`config.mk`:
```
export PLATFORM = sky130hd
export DESIGN_NAME = scan_key_guard
export DESIGN_NICKNAME = d
export VERILOG_FILES = /design/src/rtl/scan_guard_pkg.sv /design/src/rtl/scan_key_sreg.sv /design/src/rtl/scan_key_guard.sv
export SDC_FILE = /design/constraint.sdc
export NUM_CORES = 1
export LEC_CHECK = 0
export BUFFER_PORTS_ARGS = -buffer_cell sky130_fd_sc_hd__clkbuf_2
export CORE_UTILIZATION = 30
export DETAILED_ROUTE_END_ITERATION = 10
export GPL_TIMING_DRIVEN = 0
export PLACE_DENSITY = 0.53
export SLEW_MARGIN = 20
export SYNTH_ARGS = -nofsm -noshare
export SYNTH_HDL_FRONTEND = slang
export SYNTH_SLANG_ARGS = --single-unit
```
`constraint.sdc`:
```
create_clock -name clk -period 2.05 [get_ports clk]
set_input_delay 0.5125 -clock clk [delete_from_list [all_inputs] [get_ports clk]]
set_output_delay 0.5125 -clock clk [all_outputs]
set_load 0.05 [all_outputs]
```
`src/rtl/scan_guard_pkg.sv`:
```
// Shared types and sizing helpers for the scan key guard.
// State encoding plus total-length and counter-width functions.
package scan_guard_pkg;

  typedef enum logic [1:0] {
    IDLE,
    SHIFT,
    CHECK,
    LOCKOUT
  } state_t;

  // Shifts in a full session: core chain plus key segment.
  function automatic int total_len(input int chain_len, input int key_width);
    return chain_len + key_width;
  endfunction

  // Counter must hold TOTAL+1 (overlong marker).
  function automatic int cnt_width(input int total);
    return $clog2(total + 2);
  endfunction

endpackage

```
`src/rtl/scan_key_sreg.sv`:
```
// Generic key segment shift register: serial in at bit 0, out at MSB.
// Parallel view of the held bits; asynchronous active-high clear.
module scan_key_sreg #(
  parameter int WIDTH = 16
) (
  input  logic             clk,
  input  logic             rst,
  input  logic             shift,
  input  logic             sin,
  output logic             sout,
  output logic [WIDTH-1:0] q
);

  // Shift toward the MSB when enabled.
  always_ff @(posedge clk or posedge rst) begin
    if (rst) begin
      q <= '0;
    end else if (shift) begin
      q <= {q[WIDTH-2:0], sin};
    end
  end

  assign sout = q[WIDTH-1];

endmodule

```
`src/rtl/scan_key_guard.sv`:
```
// Scan access guard: counts session shifts, checks the tail key at close.
// Optional failed-attempt lockout enabled by SCAN_KEY_LOCKOUT_EN.
module scan_key_guard
  import scan_guard_pkg::*;
#(
  parameter int                   CHAIN_LEN = 152,
  parameter int                   KEY_WIDTH = 16,
  parameter logic [KEY_WIDTH-1:0] KEY       = 16'hA5C3,
  parameter int                   MAX_FAILS = 4
) (
  input  logic clk,
  input  logic rst,
  input  logic scan_enable,
  input  logic scan_in,
  input  logic halt_in,
  input  logic chain_out,
  input  logic proc_en_req,
  output logic chain_in,
  output logic chain_shift,
  output logic scan_out,
  output logic proc_en,
  output logic unlocked,
  output logic key_fail
);

  localparam int TOTAL = total_len(CHAIN_LEN, KEY_WIDTH);
  localparam int CW    = cnt_width(TOTAL);
  localparam logic [CW-1:0] TOT_C = CW'(TOTAL);
  localparam logic [CW-1:0] SAT_C = CW'(TOTAL + 1);

  if (KEY_WIDTH < 2) begin : g_bad_key
    $error("KEY_WIDTH must be at least 2");
  end
  if (MAX_FAILS < 1) begin : g_bad_fails
    $error("MAX_FAILS must be at least 1");
  end

  state_t                state, state_n;
  logic [CW-1:0]         cnt, cnt_n;
  logic                  unlocked_n;
  logic                  key_fail_n;
  logic                  key_msb;
  logic [KEY_WIDTH-1:0]  key_q;
  logic                  pass;

`ifdef SCAN_KEY_LOCKOUT_EN
  localparam int FW = $clog2(MAX_FAILS + 1);
  localparam logic [FW-1:0] MAX_C = FW'(MAX_FAILS);
  logic [FW-1:0] fail_cnt, fail_n, fail_inc;
`endif

  assign chain_in    = scan_in;
  assign chain_shift = scan_enable & (state != LOCKOUT);
  assign scan_out    = scan_enable ? (unlocked & key_msb) : halt_in;
  assign proc_en     = proc_en_req & unlocked & ~scan_enable;
  assign pass        = (cnt == TOT_C) && (key_q == KEY);

  scan_key_sreg #(
    .WIDTH(KEY_WIDTH)
  ) u_key (
    .clk  (clk),
    .rst  (rst),
    .shift(chain_shift),
    .sin  (chain_out),
    .sout (key_msb),
    .q    (key_q)
  );

`ifdef SCAN_KEY_LOCKOUT_EN
  assign fail_inc = (fail_cnt == MAX_C) ? fail_cnt : fail_cnt + FW'(1);
`endif

  // Session sequencing, shift counting and verdict at session close.
  always_comb begin
    state_n    = state;
    cnt_n      = cnt;
    unlocked_n = unlocked;
    key_fail_n = 1'b0;
`ifdef SCAN_KEY_LOCKOUT_EN
    fail_n     = fail_cnt;
`endif
    unique case (state)
      IDLE: begin
        if (scan_enable) begin
          cnt_n   = CW'(1);
          state_n = SHIFT;
        end
      end
      SHIFT: begin
        if (scan_enable) begin
          cnt_n = (cnt == SAT_C) ? SAT_C : cnt + CW'(1);
        end else begin
          state_n = CHECK;
        end
      end
      CHECK: begin
        if (pass) begin
          unlocked_n = 1'b1;
`ifdef SCAN_KEY_LOCKOUT_EN
          fail_n     = '0;
`endif
        end else begin
          unlocked_n = 1'b0;
          key_fail_n = 1'b1;
`ifdef SCAN_KEY_LOCKOUT_EN
          fail_n     = fail_inc;
`endif
        end
        if (scan_enable) begin
          cnt_n   = CW'(1);
          state_n = SHIFT;
        end else begin
          state_n = IDLE;
        end
`ifdef SCAN_KEY_LOCKOUT_EN
        if (!pass && fail_inc == MAX_C) begin
          state_n = LOCKOUT;
        end
`endif
      end
      LOCKOUT: begin
`ifdef SCAN_KEY_LOCKOUT_EN
        unlocked_n = 1'b0;
        state_n    = LOCKOUT;
`else
        state_n    = IDLE;
`endif
      end
      default: state_n = IDLE;
    endcase
  end

  // Control state registers.
  always_ff @(posedge clk or posedge rst) begin
    if (rst) begin
      state    <= IDLE;
      cnt      <= '0;
      unlocked <= 1'b0;
      key_fail <= 1'b0;
    end else begin
      state    <= state_n;
      cnt      <= cnt_n;
      unlocked <= unlocked_n;
      key_fail <= key_fail_n;
    end
  end

`ifdef SCAN_KEY_LOCKOUT_EN
  // Bad-attempt counter, cleared only by a good key or reset.
  always_ff @(posedge clk or posedge rst) begin
    if (rst) begin
      fail_cnt <= '0;
    end else begin
      fail_cnt <= fail_n;
    end
  end
`endif

endmodule

```
==> run metrics <==
Port Buf Inserts=11; endpoint type of the worst setup path=output port; cell count of the worst reg-to-reg path=3; clock tree from TritonCTS=done; worst slack, placed=-0.06771 ns; sequential element share of the synthesized area=a little over half; Cell Chain, Critical Path=a21bo_2, inv_2, buf_6, clkbuf_8; commonest non-fill, non-tap cell in the layout=nand2_1; clock net sink count=28; count of filler cells inserted in the layout=423; Multi-input gate area=570.5 µm²; Hold Path Class=input pin to asynchronous set/reset pin; biggest fanout along the worst timing path=10; clock-pin transition on the worst setup and hold timing paths=~0.09 ns; Post-route DRC=0; highest ir drop seen on vdd=~0.00042 V; pin count of the biggest net entering global routing=29; post-synthesis cell type with the largest combined area=dfrtp_1; Critical Path Source Type=flip-flop; number of cells on the critical path=4; clock buffer count from CTS=3; grt peak-use layer=met2; proportion of netlist area held by the largest area contributor=a little over half; maximum capacitance violations=0; Die Width=just under 70 µm; DRT Wirelength=about 2600 µm; core region area=between 0.004 and 0.005 mm²; worst path bufs/invs=3; residual overflow from global routing=0; via count of the first global-routing pass=slightly above 1k; worst reg2reg startpoint=u_key.q[2]$_DFFE_PP0P_; number of cells produced by synthesis=~140; crit path setup slack, layout=between 0.1 and 0.15 ns; maximum root-to-sink buffer count=2; Synth Cell Area=0.001330 mm²; commonest cells after routing, fill and taps aside=nand2_1 (51), dfrtp_1 (27), clkbuf_2 (10); Root Driver=clkbuf_8; final routed wire length divided by cell count=12.33 µm; R2R Path End=key_fail$_DFF_PP0_; Setup Buffers After CTS=0; global-route usage over all layers=approximately an eighth; Fmax=~520 MHz; worst endpoint required time=approximately 1.5 ns; Die Y=roughly 69 µm; I/O pins=13; clk_lat worst skew=~0.27 ns; Synth Net Count=153; unrepaired setup endpoints after global routing=false; M2 GR Usage=23.28%; dominant delay contributor by cell family on the critical path=flip-flops; Final Slew Violations=0; number of distinct library cells after synthesis=34; FF+latch count, synth=28; post-DR vias/cell=roughly 4.9; post-route insts no fill=roughly 210; count of nets left with antenna violations after detail routing=0; Area Growth Syn to Fin=14.21%; starting density of the core=32.32%; global-route met3 utilization=under 10%; mean area per synthesized cell=between 9 and 10 µm²; # nets final=roughly 170; final worst clock skew=0.003466 ns; dominant cells by area after synthesis=dfrtp_1 (53%), nand2_1 (14%), ha_1 (2.8%), inv_1 (2.5%), nand4b_1 (2.0%); met1 routing resource usage after global routing=15.13%; Sequential cell area=approximately 700 µm²; placed insts=204; initial drt markers=47; level count of the clock H-tree=1; number of warning messages in the yosys log=0; Worst Setup Path Type=flip-flop to output port; Critical Path Slowest Stage Cell=dfrtp_2; Leakage Power=0.7610 nW; crit path DAT=between 1 and 1.5 ns; first drt pass iteration count=4; HPWL after detailed placement=between 1500 and 2000 µm; Rel. slew slack=approximately three fifths; power per unit of standard cell area=843.3 mW/mm²; Fin. Hold Viols=0; total vias in the final route=slightly above 1k; result of the run=complete, no violations; final count of negative-setup-slack endpoints=0; Inserted Diodes=0; initial antenna violation count=0; area enclosed by the die boundary=around 0.0047 mm²; stage delay of the slowest cell on the critical path=~0.46 ns; final estimated routing congestion in global placement=approximately 0.79; portion of the clock cycle consumed by the worst path in the final layout=a little over nine tenths; global-route wire length before repair=~4500 µm; Tightest Pin Transition=approximately 0.58 ns; number of rows in the core area=23; hold-fix buffer count after cts=0; setup slack of the most critical reg-to-reg path=slightly above 0.4 ns; fraction of layout cells with a size suffix above 1=15.82%; minimum clock period after layout=between 1.5 and 2 ns
[how the worst max path moves through the flow]
| stage | startpoint | to | slack (ns) |
|---|---|---|---|
| floorplan | unlocked$_DFFE_PP0N_ | scan_out | 0.28 |
| finish | state[0]$_DFFE_PP0P_ | chain_shift | 0.13 |
| global placement | scan_enable | chain_shift | -0.07 |
| global route | state[0]$_DFFE_PP0P_ | chain_shift | 0.06 |
| CTS | state[0]$_DFFE_PP0P_ | chain_shift | 0.01 |
| detailed placement | scan_enable | chain_shift | -0.07 |
[metal layers]
| layer | part of all wire (%) | vias to the layer above | wire (µm) |
|---|---|---|---|
| li1 | - | 513 | - |
| met1 | 48 | 495 | 1231 |
| met2 | 48 | 16 | 1228 |
| met3 | 3.5 | 5 | 90 |
| met4 | 0.55 | 0 | 14 |
| met5 | 0 | - | 0 |
[cell usage after synthesis]
cell / instances
a211oi_1: 1
and2_1: 2
nor2_1: 1
or3_1: 2
dfrtp_1: 28
buf_2: 2
o211ai_1: 2
a21bo_2: 2
a21boi_0: 1
nand4b_1: 3
buf_4: 1
or4b_1: 1
a22oi_1: 2
a31oi_1: 1
a22o_1: 1
and4_1: 1
nor4_2: 1
nand2b_1: 4
nor3b_1: 1
and3_1: 2
and3b_1: 1
nand2_1: 51
o31ai_1: 1
a41oi_1: 1
or4_1: 3
nand3_1: 3
clkbuf_1: 2
a2bb2oi_1: 1
ha_1: 3
a31o_2: 1
nor4b_1: 2
inv_1: 9
nand4_1: 2
o21ai_0: 4
[metrics by stage]
| step | hold WS [ns] | power (mW) | instance area, µm² | TNS, ns | util, % |
|---|---|---|---|---|---|
| final | 0.2703 | 1.281 | 1519 | 0 | 36.91 |
| after CTS | 0.4278 | 1.298 | 1514 | 0 | 36.79 |
| after global placement | 0.4774 | 0.9419 | 1448 | -0.06969 | 35.18 |
| after floorplan | 0.4518 | 0.8818 | 1330 | 0 | - |
| after detailed placement | 0.4796 | 0.9525 | 1448 | -0.06771 | 35.18 |
| after global routing | 0.3195 | 1.368 | 1519 | 0 | 36.91 |
[cell type report]
cell class                      instances  area share, %
Multi-Input combinational cell        101          37.56
Buffer                                  5          2.059
Inverter                                9          2.224
Clock buffer                            4          3.624
Tap cell                               50          4.119
Timing Repair Buffer                   11          4.201
Sequential cell                        28          46.21
[power breakdown]
part / switching, mW / internal [mW]
logic: 0.128 / 0.0860
registers: 0.0870 / 0.642
clock network: 0.166 / 0.172
total: 0.381 / 0.900
[worst reg2reg max path, cell delays in order, from the launching register on]
cell and delay, ns:
dfrtp_1 0.41, or4b_1 0.56, nor4_2 0.38, a41oi_1 0.16
[repair_timing]
| action | CTS | global route |
|---|---|---|
| setup endpoints to repair | 1 | 1 |
| resized for setup | 3 | 3 |
| gates cloned | 0 | 0 |
[flip-flops by register name, summed over array words and instances (netlist names)]
register and flops:
cnt 8, key_fail 1, u_key.q 16, unlocked 1, state 2
[cells by family (layout without fill, tap and decap cells)]
kind of cell    after synthesis  after routing  synth area share (%)
fa+ha+maj                     3              3                 2.823
simple gates                 80             80                 30.01
flops                        28             28                 52.68
compound gates               18             18                 10.07
buf+inv                      14             29                 4.422
Power figures use the tool's default switching activity.
